<file path="src/rtl/servo_pwm_gen.sv">
// servo_pwm_gen: two-channel continuous-rotation servo PWM generator.
// A free-running frame counter defines fixed-length frames. Commands and the
// enable are captured only at frame start, so a pulse never changes mid-frame.
// Optional feature macro: SERVO_SOFT_RAMP_EN. When defined, each applied
// command slews toward its target by at most RAMP_STEP per frame.

module servo_pwm_gen #(
  parameter int PERIOD_TICKS = 2000000,
  parameter int MIN_TICKS    = 100000,
  parameter int STEP_TICKS   = 392,
  parameter int INVERT_R     = 1,
  parameter int RAMP_STEP    = 8
) (
  input  logic       clk,
  input  logic       rst,
  input  logic       en,
  input  logic [7:0] speed_l,
  input  logic [7:0] speed_r,
  output logic       pwm_l,
  output logic       pwm_r,
  output logic       frame_start
);

  localparam int              CNT_W      = (PERIOD_TICKS > 1) ? $clog2(PERIOD_TICKS) : 1;
  localparam int              MAX_WIDTH  = MIN_TICKS + 255 * STEP_TICKS;
  localparam logic [CNT_W-1:0] CNT_LAST  = CNT_W'(PERIOD_TICKS - 1);
  localparam logic [7:0]      STOP_CMD   = 8'd128;
  localparam logic [CNT_W-1:0] STOP_WIDTH = CNT_W'(MIN_TICKS + 128 * STEP_TICKS);

  // The widest pulse must end before the frame does; otherwise the output
  // would never return low and the widths would not fit the counter.
  generate
    if (MAX_WIDTH >= PERIOD_TICKS) begin : g_bad_width
      $error("servo_pwm_gen: MIN_TICKS+255*STEP_TICKS must be below PERIOD_TICKS");
    end
    if (RAMP_STEP < 1 || RAMP_STEP > 255) begin : g_bad_ramp
      $error("servo_pwm_gen: RAMP_STEP must be in 1..255");
    end
  endgenerate

  // Pulse width for an applied command. Evaluated in 32-bit arithmetic; the
  // elaboration check above guarantees the result fits in CNT_W bits.
  function automatic logic [CNT_W-1:0] width_of(input logic [7:0] cmd);
    int w;
    w = MIN_TICKS + int'(cmd) * STEP_TICKS;
    return w[CNT_W-1:0];
  endfunction

`ifdef SERVO_SOFT_RAMP_EN
  // Move cur toward tgt by at most RAMP_STEP, landing exactly on tgt when close.
  function automatic logic [7:0] ramp_toward(input logic [7:0] cur, input logic [7:0] tgt);
    int diff;
    int nxt;
    diff = int'(tgt) - int'(cur);
    if (diff > RAMP_STEP) begin
      nxt = int'(cur) + RAMP_STEP;
    end else if (diff < -RAMP_STEP) begin
      nxt = int'(cur) - RAMP_STEP;
    end else begin
      nxt = int'(tgt);
    end
    return nxt[7:0];
  endfunction
`endif

  logic [CNT_W-1:0] cnt_q, cnt_d;
  logic             wrap;
  logic             en_lat_q, en_lat_d;
  logic             frame_start_q, frame_start_d;

  // Frame counter next state; the enable is captured on the wrap edge only.
  always_comb begin
    wrap          = (cnt_q == CNT_LAST);
    cnt_d         = wrap ? '0 : cnt_q + 1'b1;
    en_lat_d      = wrap ? en : en_lat_q;
    frame_start_d = (cnt_d == '0);
  end

  // Counter, enable latch and frame strobe registers. Reset parks the counter
  // on its last value so the first released edge opens a new frame.
  always_ff @(posedge clk) begin
    if (rst) begin
      cnt_q         <= CNT_LAST;
      en_lat_q      <= 1'b0;
      frame_start_q <= 1'b0;
    end else begin
      cnt_q         <= cnt_d;
      en_lat_q      <= en_lat_d;
      frame_start_q <= frame_start_d;
    end
  end

  // One identical channel per wheel: index 0 is left, index 1 is right.
  genvar gi;
  generate
    for (gi = 0; gi < 2; gi++) begin : g_ch
      logic [7:0]       target;
      logic [7:0]       applied_q, applied_d;
      logic [CNT_W-1:0] width_q, width_d;
      logic             pwm_q, pwm_d;

      if (gi == 0) begin : g_left
        assign target = speed_l;
      end else if (INVERT_R != 0) begin : g_right_mirror
        // Right servo is mounted mirrored, so its command runs backwards.
        assign target = 8'd255 - speed_r;
      end else begin : g_right_direct
        assign target = speed_r;
      end

      // Applied command/width update at frame start and pulse lookahead decode.
      always_comb begin
        applied_d = applied_q;
        width_d   = width_q;
        if (wrap) begin
`ifdef SERVO_SOFT_RAMP_EN
          applied_d = ramp_toward(applied_q, target);
`else
          applied_d = target;
`endif
          width_d = width_of(applied_d);
        end
        pwm_d = en_lat_d & (cnt_d < width_d);
      end

      // Channel state registers; the pulse output comes straight from pwm_q.
      always_ff @(posedge clk) begin
        if (rst) begin
          applied_q <= STOP_CMD;
          width_q   <= STOP_WIDTH;
          pwm_q     <= 1'b0;
        end else begin
          applied_q <= applied_d;
          width_q   <= width_d;
          pwm_q     <= pwm_d;
        end
      end
    end
  endgenerate

  assign pwm_l       = g_ch[0].pwm_q;
  assign pwm_r       = g_ch[1].pwm_q;
  assign frame_start = frame_start_q;

endmodule

</file>
<file path="config.mk">
export PLATFORM = sky130hd
export DESIGN_NAME = servo_pwm_gen
export DESIGN_NICKNAME = d
export VERILOG_FILES = /design/src/rtl/servo_pwm_gen.sv
export SDC_FILE = /design/constraint.sdc
export NUM_CORES = 1
export LEC_CHECK = 0
export ABC_AREA = 0
export CAP_MARGIN = 30
export CORE_MARGIN = 4
export CORE_UTILIZATION = 35
export CTS_CLUSTER_SIZE = 20
export DETAILED_ROUTE_END_ITERATION = 12
export RECOVER_POWER = 25
export SYNTH_ARGS = -nofsm -noshare
export SYNTH_HDL_FRONTEND = slang
export SYNTH_SLANG_ARGS = --single-unit
</file>
<file path="constraint.sdc">
create_clock -name clk -period 7.2 [get_ports clk]
set_input_delay 1.44 -clock clk [delete_from_list [all_inputs] [get_ports clk]]
set_output_delay 1.44 -clock clk [all_outputs]
set_load 0.1 [all_outputs]
</file>
# After elaboration in Yosys (flattened, before gate mapping)
# Index checks and enable logic that the tools add are counted.
# Widths: inputs -> output; s select.
[word_totals] output_inout_bits=3 wordCells=23 inputBits=19 ff_bits=67
[classes] n_lt_le_gt_ge=2 add_sub_neg=4 n_mux=4 n_mul=2 reduce_logical=1 eq_ne=1 bitwise_logic=2
[ops] op="$mux 21" n=3
[ops] op="$lt 21x21->1" n=2
[ops] op="$add 17x17->18 const A" n=2
[ops] op="$mul 8x6->14 const B" n=2
[ops] op="$add 21x1->21 const B" n=1
[ops] op="$eq 21x21->1 const B" n=1
[ops] op="$logic_not 21->1" n=1
[ops] op="$sub 8x8->8 const A" n=1
[ops] op="$and 1x1->1" n=2
[ops] op="$mux 1" n=1

# Logic depth before layout (Yosys ltp)
# Gate-level depths: netlist of the first run.
[depth] word_depth=6 depth_mapped=22 mapped_depth_nobuf=22

# Worst setup path after synthesis of the first run
# Ideal clock, no wire load.
[synth_timing] path_type="in2reg" startpoint="input speed_l[1]" endpoint="register g_ch[0].pwm_q, in the netlist pwm_l" arrival_ps=5472 cell_stages=18 path_slack_ps=1654 t_required_ps=7126 path_buffers=0 setup_ps=74 path_cell_list="ha_1 > fa_1 > ha_1 > ha_1 > inv_1 > fa_1 > nor2b_1 > a21oi_1 > nor3b_1 > and3_1 > mux2_2 > and2_1 > ha_1 > a21o_1 > a21oi_1 > o21ai_0 > or3_1 > a31oi_1"
[synth_between] elab_chain_len=5
[synth_lines] item="from (decl)" line="17" text="input logic [7:0] speed_l,"
[synth_lines] item="$mul 8x6->14" line="45" text="w = MIN_TICKS + int'(cmd) * STEP_TICKS;"
[synth_lines] item="$add 17x17->18" line="45"
[synth_lines] item="$mux 21" line="115" text="if (wrap) begin"
[synth_lines] item="$lt 21x21->1" line="123" text="pwm_d = en_lat_d & (cnt_d < width_d);"
[synth_lines] item="$and 1x1->1" line="123"
[synth_lines] item="to (signal assigned)" line="135" text="pwm_q <= pwm_d;"
[synth_lines] item="to (decl)" line="100" text="logic pwm_q, pwm_d;"
# No other way between the ends.
# A chain may end at the register's enable or synchronous reset.

# Worst setup path after layout of the first run
[layout_timing] startpoint="input speed_l[2]" endpoint="register g_ch[0].pwm_q, in the netlist pwm_l"
# Same word-level chain as after synthesis.

==> results of run 1 <==
[sequential cells by signal, summed over array words and instances, names as in the netlist]
name,flops
cnt_q,21
en_lat_q,1
frame_start,1
g_ch.width_q,42
pwm_l,1
pwm_r,1
[worst reg2reg max path, delay by kind of cell, from the launching register on]
family / cells / cell delay (ns)
compound gates: 5 / 1.35
simple gates: 4 / 1.33
buf+inv: 1 / 0.39
flops: 1 / 0.36
mux: 1 / 0.30
fa+ha+maj: 1 / 0.28
[routing by layer]
layer / up-vias / wire, um / GRT usage
met4: 0 / 301 / 0.05082
met1: 2076 / 5742 / 0.1939
met3: 24 / 380 / 0.02967
met2: 78 / 5757 / 0.2589
li1: 2211 / - / -
met5: - / 0 / 0
[worst min path at each step]
| stage | start | endpoint | slack (ns) |
|---|---|---|---|
| after floorplan | g_ch[0].width_q[18] | g_ch[0].width_q[18] | 0.42 |
| after global placement | g_ch[1].width_q[20] | g_ch[1].width_q[20] | 0.43 |
| after detailed placement | g_ch[1].width_q[19] | g_ch[1].width_q[19] | 0.44 |
| after CTS | g_ch[1].width_q[19] | g_ch[1].width_q[19] | 0.45 |
| after global routing | g_ch[0].width_q[19] | g_ch[0].width_q[19] | 0.46 |
| final | g_ch[1].width_q[19] | g_ch[1].width_q[19] | 0.44 |
[report_power, final]
part	switching, mW	internal (mW)	total [mW]	leakage [nW]
combinational	0.733	0.517	1.25	2.02
clock	0.156	0.277	0.433	0.141
sequential	0.0521	0.448	0.500	0.545
[metrics by stage]
step	hold WS, ns	power (mW)
after floorplan	0.4219	1.451
after global placement	0.4329	1.703
after detailed placement	0.4383	1.751
after CTS	0.4462	2.195
after global routing	0.4554	2.393
final	0.4408	2.183
[cell families (layout without fill, tap and decap cells)]
family,count (synthesis),in the layout,synth area share
multiplexers,13,13,0.02527
AO/OA/AOI/OAI,114,114,0.1397
AND/OR/NAND/NOR,214,214,0.2052
buffers and inverters,54,76,0.04029
flip-flops,67,67,0.2555
XOR/XNOR,45,45,0.07509
adder cells (fa/ha/maj),105,105,0.2589
[cell type report]
type	instances	area, um^2	area share
clock buffer	14	254.0	0.04284
clock inverter	2	35.03	0.005908
inverter	35	131.4	0.02216
multi-input combinational	491	3701	0.6242
sequential	67	1341	0.2262
tap	184	230.2	0.03883
timing repair buffer	25	236.5	0.03988
[placed cells by master (no fill, tap or decap), types with 7 or more instances in the layout]
cell type	n
nor2_1	75
nor3_1	8
ha_1	99
clkbuf_16	9
xnor2_1	18
o21ai_0	21
inv_1	35
a21oi_1	35
xor2_1	27
a21o_1	17
a211oi_1	7
nand2_1	38
clkdlybuf4s50_1	20
and3_1	13
nand3_1	18
nand2b_1	9
nand4_1	10
mux2i_1	11
dfxtp_1	67
==> results.md, run 1 <==
* Final ANT Viol Nets at 0
* Startpoint types: primary input
* Tightest Pin Transition at 1.791 ns
* R2r startpoint: cnt_q[7]
* Vias in the first global route at between 4000 and 5000
* Crit path kind: primary input to register
* Setup bufs post-CTS at 0
* Syn_nets at between 700 and 800
* R2R depth at 12
* DR vias/cell at between 5 and 6
* Fin. Hold Viols at 0
* Reg2Reg Setup Slack at between 3 and 4 ns
* Post-Syn Area at between 0.005 and 0.006 mm^2
* RSZ-0062 raised after global routing: false
* CTS clk-pin slew, worst paths at around 0.05 ns
* Synthesized flop and latch total at 67
* Post_cts resized at 0
* WP buf/inv at 2
* Port Buffers at 21
* Most frequent cell after synthesis: ha_1
* Critical-path top delay cell: clkdlybuf4s50_1
* Placement Setup Slack at ~0.83 ns
* Post-CTS Hold Buffers at 0
* Final Non-Filler Cells at 818
* Worst Path Required at 7.46 ns
* Yosys warnings at 0
* H-tree levels at 3
* Min Tclk post-route at about 6.1 ns
* CP Data Arrival Time at ~6.4 ns
* Failing checks: max-capacitance violations, max-slew violations
* Row cnt at 44
* Clk Latency, worst-skew pair at ~0.33 ns
* # Max-Cap Violations at 1
* Vias at roughly 4400
* Pwr Density at between 300 and 400 mW/mm^2
* Final core occ at 0.4064
* Hold Path Class: register to register
* CTS buffer count at 9
* Placer congestion estimate at 0.8666
* Max-slew violation count at 39
* Grt total ovfl at 0
* Outcome: finished with violations
* Primary FF master, synth: dfxtp_1
* Post-synth cell types at 55
* Endpoints failing setup at 0
* Top cell type's share of synthesized area at 0.2555
* CTS tree: yes
* Layout area overhead at 12.97%
* Horiz. Die Dim at around 130 um
* Cells after Synth at ~610
* Post-Place Cells at approximately 800
* Post-DP HPWL at between 9000 and 10000 um
* Async S/R FF share, synth at 0
* Clk sink count at 67
* Maximum buffer depth of the clock tree at 2
* Slowest cell delay on critical path at 0.55 ns
* Number of synthesized flops with an enable pin at 0
* Final Cycle Share at 0.8470
* Worst relative slew slack at -0.1939
* # fillers at around 1400
* Post-synthesis sequential area ratio at 0.2555
* Critical Path Fanout Max at 4
* Worst reg2reg path endpoint: pwm_r
* First-pass GRT wire length at ~21000 um
* WL final at ~12000 um
* Worst setup path endpoint: pwm_l
* Die Height at around 130 um
* Overall global routing resource usage at 0.1522
* Syn Area/Cell at 8.576 um^2
* Leakage power at about 2.7 nW
* Worst VDD drop at roughly 0.20 mV
* Fin nets at 753
* Root Driver: clkbuf_16
* DP Area at 0.005644 mm^2
* Fmax at between 150 and 200 MHz
* Setup crit start: speed_l[2]
* Yosys top cell by area: dfxtp_1
* Initial DRC count at 215
* Largest delay share family, worst path: adder cells
* WL per Instance at 14.89 um
* Pin count of the biggest net entering global routing at 39
* Die area at roughly 0.017 mm^2
* Crit-path cells: clkdlybuf4s50_1, ha_1, fa_1, ha_1, ha_1, inv_1, fa_1, nor2b_1, a21oi_1, nor3b_1, and3_1, mux2_2, and2_1, ha_1, a21o_1, a21oi_1, o21ai_0, or3_1, a31oi_1
* DRC violation count after routing at 0
* N_diodes at 0
* Most frequent cells after synthesis: 99 x ha_1, 75 x nor2_1, 67 x dfxtp_1
* Hold path depth at 2
* Area of the core at between 0.01 and 0.015 mm^2
* Largest cells by area after synthesis: dfxtp_1 26%, ha_1 24%, nor2_1 5.4%
* Fin Setup TNS at 0 ns
* Initial Util at 0.3598
* Most used cell, CP: ha_1
* First drt pass iteration count at 4
* Initial antenna violation count at 0
* Final worst setup slack at 1.102 ns
* Crit path depth at 19
* Ports at 22
* Final Instance Area at 0.005929 mm^2
* Worst setup EP type: register
* Layout cells sized above 1 at 0.04416
* Fin Clk Skew at between 0.008 and 0.009 ns
Power figures use the tool's default switching activity.
==> run 2, diff against run 1 <==
Clock period 7.2 ns to 4.9 ns, I/O delays scaled along.
==> run 2 against run 1 <==
The run now ends clean. First-iteration DRC count decreased by 14%. Utilization up 6.1 points. Flip-flop and latch count stayed put. Wire length grew 4.8%. Cell area up 15%. Combinational power increased by 80%. Non-clock buffer count up 79. Cell count grew 9.7%. Setup slack got worse by 0.95 ns. Critical path type unchanged. Largest cell class unchanged. Largest power group unchanged.
==> results.md, run 2 (synthesized netlist as in run 1, its figures left out) <==
* Fin. Hold Viols at 0
* Ports at 22
* Clock network fraction of total power at 0.178
* Final core occ at 0.4673
* Die area at 0.01702 mm^2
* Tightest Pin Transition at between 0.9 and 1 ns
* Net Switching at ~1.5 mW
* Max-slew violation count at 0
* WP buf/inv at 7
* Hold Path Class: register to register
* Fin Clk Skew at about 0.0055 ns
* Post-Place Cells at 870
* Comb pwr share at 0.620
* Clk sink count at 67
* Vias at about 4600
* Row cnt at 44
* Port Buffers at 21
* Crit path kind: primary input to register
* Internal Power at roughly 2.1 mW
* WL final at ~13000 um
* Worst relative slew slack at 0.3398
* Maximum buffer depth of the clock tree at 2
* Pwr Density at approximately 530 mW/mm^2
* Max reg flops at 42
* CTS clk-pin slew, worst paths at ~0.05 ns
* Worst VDD drop at ~0.37 mV
* Fmax at roughly 210 MHz
* Sequential Power Share at 0.202
* Final ANT Viol Nets at 0
* Placer congestion estimate at 0.8134
* Final Non-Filler Cells at about 900
* Leakage power at approximately 3.2 nW
* Root Driver: clkbuf_16
* Largest delay share family, worst path: adder cells
* Initial antenna violation count at 0
* Layout cells sized above 1 at 0.2286
* Vias in the first global route at around 4700
* Worst setup EP type: register
* Horiz. Die Dim at around 130 um
* Slowest cell delay on critical path at roughly 0.53 ns
* Initial Util at 0.3598
* Commonest non-fill, non-tap cell in the layout: ha_1
* CTS buffer count at 9
* WL per Instance at between 10 and 15 um
* Fin nets at approximately 830
* Final Cycle Share at 0.9689
* Most frequent cells in the layout: 84 x ha_1, 81 x buf_4, 73 x nor2_1
* Crit-path cells: clkdlybuf4s15_2, inv_2, ha_1, inv_1, fa_1, inv_2, ha_4, ha_4, inv_2, fa_2, nor2b_4, a21oi_2, nor3b_2, buf_4, buf_4, xor2_1, mux2i_1, ha_2, a21o_1, a21o_1, a21o_1, a21oi_1, nor2_1, a211oi_1
* Area of the core at 0.01459 mm^2
* Critical-path top delay cell: fa_2
* Post-DP HPWL at 9895 um
* Reg with most FFs: g_ch.width_q
* Outcome: finished, final reports clean
* Clk Latency, worst-skew pair at around 0.34 ns
* N_diodes at 0
* Min Tclk post-route at about 4.7 ns
* Critical Path Fanout Max at 2
* Top Registers: g_ch.width_q (42), cnt_q (21)
* DR vias/cell at 5.152
* Switching Fraction at 0.4196
* Startpoint types: primary input
* First-pass GRT wire length at around 21000 um
* DRC violation count after routing at 0
* Endpoints failing setup at 0
* CP Data Arrival Time at 5.00 ns
* Layout area overhead at 29.89%
* CTS tree: yes
* Die Height at about 130 um
* H-tree levels at 3
* Worst Path Required at approximately 5 ns
* First drt pass iteration count at 4
* Overall global routing resource usage at 0.1563
* Grt total ovfl at 0
* Initial DRC count at roughly 180
* # Max-Cap Violations at 0
* Pin count of the biggest net entering global routing at 37
* Post-CTS Hold Buffers at 0
* # fillers at about 1400
run 2: worst reg2reg max path: stages (launching register included):
cell and delay (ns):
dfxtp_1 0.36, or4_1 0.56, nor4_1 0.44, and3_1 0.56
clkbuf_1 0.48, nor2_1 0.23, ha_1 0.37, a21o_1 0.16
a21o_1 0.17, a21oi_1 0.17, o21ai_2 0.11, a311o_1 0.37
a211oi_1 0.24
run 2: worst paths after layout:
check	start	to	slack, ns	cells past startpoint
worst min register to register	g_ch[1].width_q[18]	g_ch[1].width_q[18]	0.44	2
worst max-delay path	speed_r[2]	pwm_r	0.15	24
worst max register to register	cnt_q[7]	pwm_r	0.60	12
worst min-delay path	g_ch[1].width_q[18]	g_ch[1].width_q[18]	0.44	2
run 2: layout make-up:
type	instances	area [um^2]	share of cell area
clock buffer	11	242.7	0.03560
clock inverter	5	52.55	0.007708
inverter	35	131.4	0.01927
multi-input combinational	491	4000	0.5867
sequential	67	1341	0.1967
tap	184	230.2	0.03377
timing repair buffer	104	819.5	0.1202
run 2: metrics by stage:
step | hold slack (ns) | worst slack, ns | TNS [ns] | power [mW] | area [um^2]
3_3_place_gp | 0.4330 | -0.6229 | -1.238 | 2.707 | 6190
6_report | 0.4404 | 0.1522 | 0 | 3.626 | 6818
3_5_place_dp | 0.4391 | -0.7465 | -1.468 | 2.791 | 6190
2_1_floorplan | 0.4219 | 0.006779 | 0 | 2.142 | 5284
4_1_cts | 0.4467 | 0.000008438 | 0 | 3.523 | 6658
5_1_grt | 0.4720 | -0.02699 | -0.02961 | 3.953 | 6818
run 2: timing repair:
action,4_1_cts,5_1_grt
pin swaps,12,19
setup endpoints to repair,2,2
resized for setup,43,41
cloned,0,0
setup buffers,7,4
run 2: routing by layer:
metal | wire (um) | global-route usage | vias to the layer above
li1 | - | - | 2379
met1 | 5770 | 0.1848 | 2161
met2 | 6245 | 0.2713 | 62
met3 | 456 | 0.04065 | 19
met4 | 296 | 0.06110 | 0
met5 | 0 | 0 | -
run 2: power groups by stage:
stage / sequential, mW / clock [mW] / combinational (mW)
3_3_place_gp: 0.739 / 0 / 1.97
6_report: 0.734 / 0.645 / 2.25
5_1_grt: 0.751 / 0.680 / 2.52
2_1_floorplan: 0.721 / 0 / 1.42
4_1_cts: 0.733 / 0.660 / 2.13
3_5_place_dp: 0.743 / 0 / 2.05
==> run 3, diff against run 2 <==
Settings changed: CAP_MARGIN 30 to 20, CORE_UTILIZATION 35 to 55, PLACE_DENSITY set to 0.76.
==> run 3 against run 2 <==
Maximum frequency decreased by 1.2%. Cell area up 0.77%. Global-route usage rose by 8.7 points. Die area decreased by 34%. Setup slack got worse by 0.058 ns. Worst hold slack better by 0.0086 ns.
==> results.md, run 3 (synthesized netlist as in run 1, its figures left out) <==
* Outcome: finished, final reports clean
* Worst VDD drop at 0.2351 mV
* Grt total ovfl at 0
* Sequential Power Share at 0.201
* Clk sink count at between 60 and 70
* Horiz. Die Dim at between 100 and 150 um
* Initial antenna violation count at 0
* R2R depth at 13
* CTS buffer count at 9
* Row cnt at 35
* N_diodes at 0
* Maximum buffer depth of the clock tree at 2
* Hold Path Class: register to register
* Vias at approximately 4900
* Final core occ at 0.7400
* Tightest Pin Transition at between 1 and 1.5 ns
* Clock network fraction of total power at 0.129
* Clk Latency, worst-skew pair at between 0.3 and 0.4 ns
* Startpoint types: primary input
* Reg with most FFs: g_ch.width_q
* Final Non-Filler Cells at 849
* Fin nets at about 840
* Placer congestion estimate at between 0.9 and 1
* Fin Clk Skew at around 0.016 ns
* # fillers at 662
* First drt pass iteration count at 5
* Post-Place Cells at between 800 and 900
* Die Height at around 110 um
* Final ANT Viol Nets at 0
* Final Instance Area at a little under 0.007 mm^2
* Overall global routing resource usage at 0.2430
* Min Tclk post-route at 4.806 ns
* Top Registers: g_ch.width_q (42), cnt_q (21)
* Root Driver: clkbuf_8
* Net Switching at between 1.5 and 2 mW
* Worst setup EP type: register
* Critical-path top delay cell: fa_1
* Multi-input logic area at about 0.0042 mm^2
* Comb pwr share at 0.669
* Fin. Hold Viols at 0
* Area of the core at ~0.0093 mm^2
* Register Area at between 0.001 and 0.0015 mm^2
* Hold WS at 0.4490 ns
* First-pass GRT wire length at between 20000 and 25000 um
* DP Area at roughly 0.006 mm^2
* Layout cells sized above 1 at 0.2667
* CP Data Arrival Time at ~5.1 ns
* Critical Path Fanout Max at 3
* Initial Util at 0.5654
* Port Buffers at 21
* Max-slew violation count at 0
* Pwr Density at 532.4 mW/mm^2
* # Max-Cap Violations at 0
* Most frequent cells in the layout: 89 x buf_4, 78 x ha_1, 73 x nor2_1
* Commonest non-fill, non-tap cell in the layout: buf_4
* Internal Power at 2.058 mW
* Worst Path Required at 5.17 ns
* CTS tree: yes
* Slowest cell delay on critical path at about 0.5 ns
* Ports at 22
* WL per Instance at 16.42 um
* Leakage power at ~3.2 nW
* Endpoints failing setup at 0
* Die area at around 0.011 mm^2
* H-tree levels at 3
* CTS clk-pin slew, worst paths at 0.08 ns
* WL final at 13940 um
* Switching Fraction at 0.4372
* Pin count of the biggest net entering global routing at 39
* DR vias/cell at roughly 5.8
* Crit-path cells: dlygate4sd2_1, inv_2, ha_4, inv_1, fa_1, inv_1, ha_4, inv_1, fa_2, nor2b_4, o22ai_2, xnor2_2, buf_4, and3_4, or2_4, and3_1, ha_4, a21o_1, a21o_1, a21oi_2, nor2_1, a211oi_2
* DRC violation count after routing at 0
* Post-DP HPWL at approximately 10000 um
* Max reg flops at 42
* Crit path kind: primary input to register
* Initial DRC count at between 200 and 300
* Vias in the first global route at around 4900
* Hold path depth at 2
* Worst relative slew slack at 0.2992
* Layout area overhead at 30.89%
* Fmax at 208.1 MHz
* Final Cycle Share at 0.9807
==> run 3: worst max-delay path, delay by kind of cell <==
kind / cells / cell delay, ns
XOR/XNOR: 1 / 0.16
AO/OA/AOI/OAI: 5 / 0.71
buffers and inverters: 6 / 0.63
AND/OR/NAND/NOR: 5 / 0.88
adder cells (fa/ha/maj): 5 / 1.71
==> run 3: final timing paths <==
kind,start,end,slack [ns]
max,speed_r[3],pwm_r,0.09
min,g_ch[1].width_q[19],g_ch[1].width_q[19],0.45
max reg2reg,cnt_q[7],pwm_l,0.70
min reg2reg,g_ch[1].width_q[19],g_ch[1].width_q[19],0.45
==> run 3: timing repair <==
item / in CTS / in global routing
hold buffers: 0 / 0
gates resized for setup: 54 / 60
buffers inserted: 13 / 4
endpoints found under the setup margin: 2 / 3
pin swaps: 21 / 33
hold endpoints to repair: 0 / 0
gates cloned: 0 / 0
==> run 3: final cells by class <==
type | count | area share
inverter | 35 | 0.01912
clock inverter | 6 | 0.009288
clock buffer | 10 | 0.02003
timing repair buffer | 111 | 0.1269
multi-input combinational | 491 | 0.6059
sequential | 67 | 0.1952
tap | 129 | 0.02349
==> run 3: power groups by stage <==
| stage | Sequential (mW) | Clock (mW) | Combinational, mW |
|---|---|---|---|
| 2_1_floorplan | 0.721 | 0 | 1.42 |
| 3_3_place_gp | 0.739 | 0 | 1.93 |
| 3_5_place_dp | 0.744 | 0 | 2.03 |
| 4_1_cts | 0.734 | 0.475 | 2.20 |
| 5_1_grt | 0.749 | 0.503 | 2.70 |
| 6_report | 0.737 | 0.473 | 2.45 |
==> run 3: routing by layer <==
layer / track usage / part of all wire / routed length, um
met1: 0.2771 / 0.41 / 5711
met2: 0.4508 / 0.51 / 7137
met3: 0.02511 / 0.041 / 576
met4: 0.1138 / 0.037 / 518
met5: 0 / 0 / 0
==> run 3: metrics by stage <==
stage	setup TNS, ns	setup slack [ns]	total power, mW
2_1_floorplan	0	0.006779	2.142
3_3_place_gp	-1.288	-0.6709	2.666
3_5_place_dp	-1.610	-0.8367	2.776
4_1_cts	0	0.006195	3.407
5_1_grt	-0.1006	-0.04806	3.951
6_report	0	0.09441	3.657
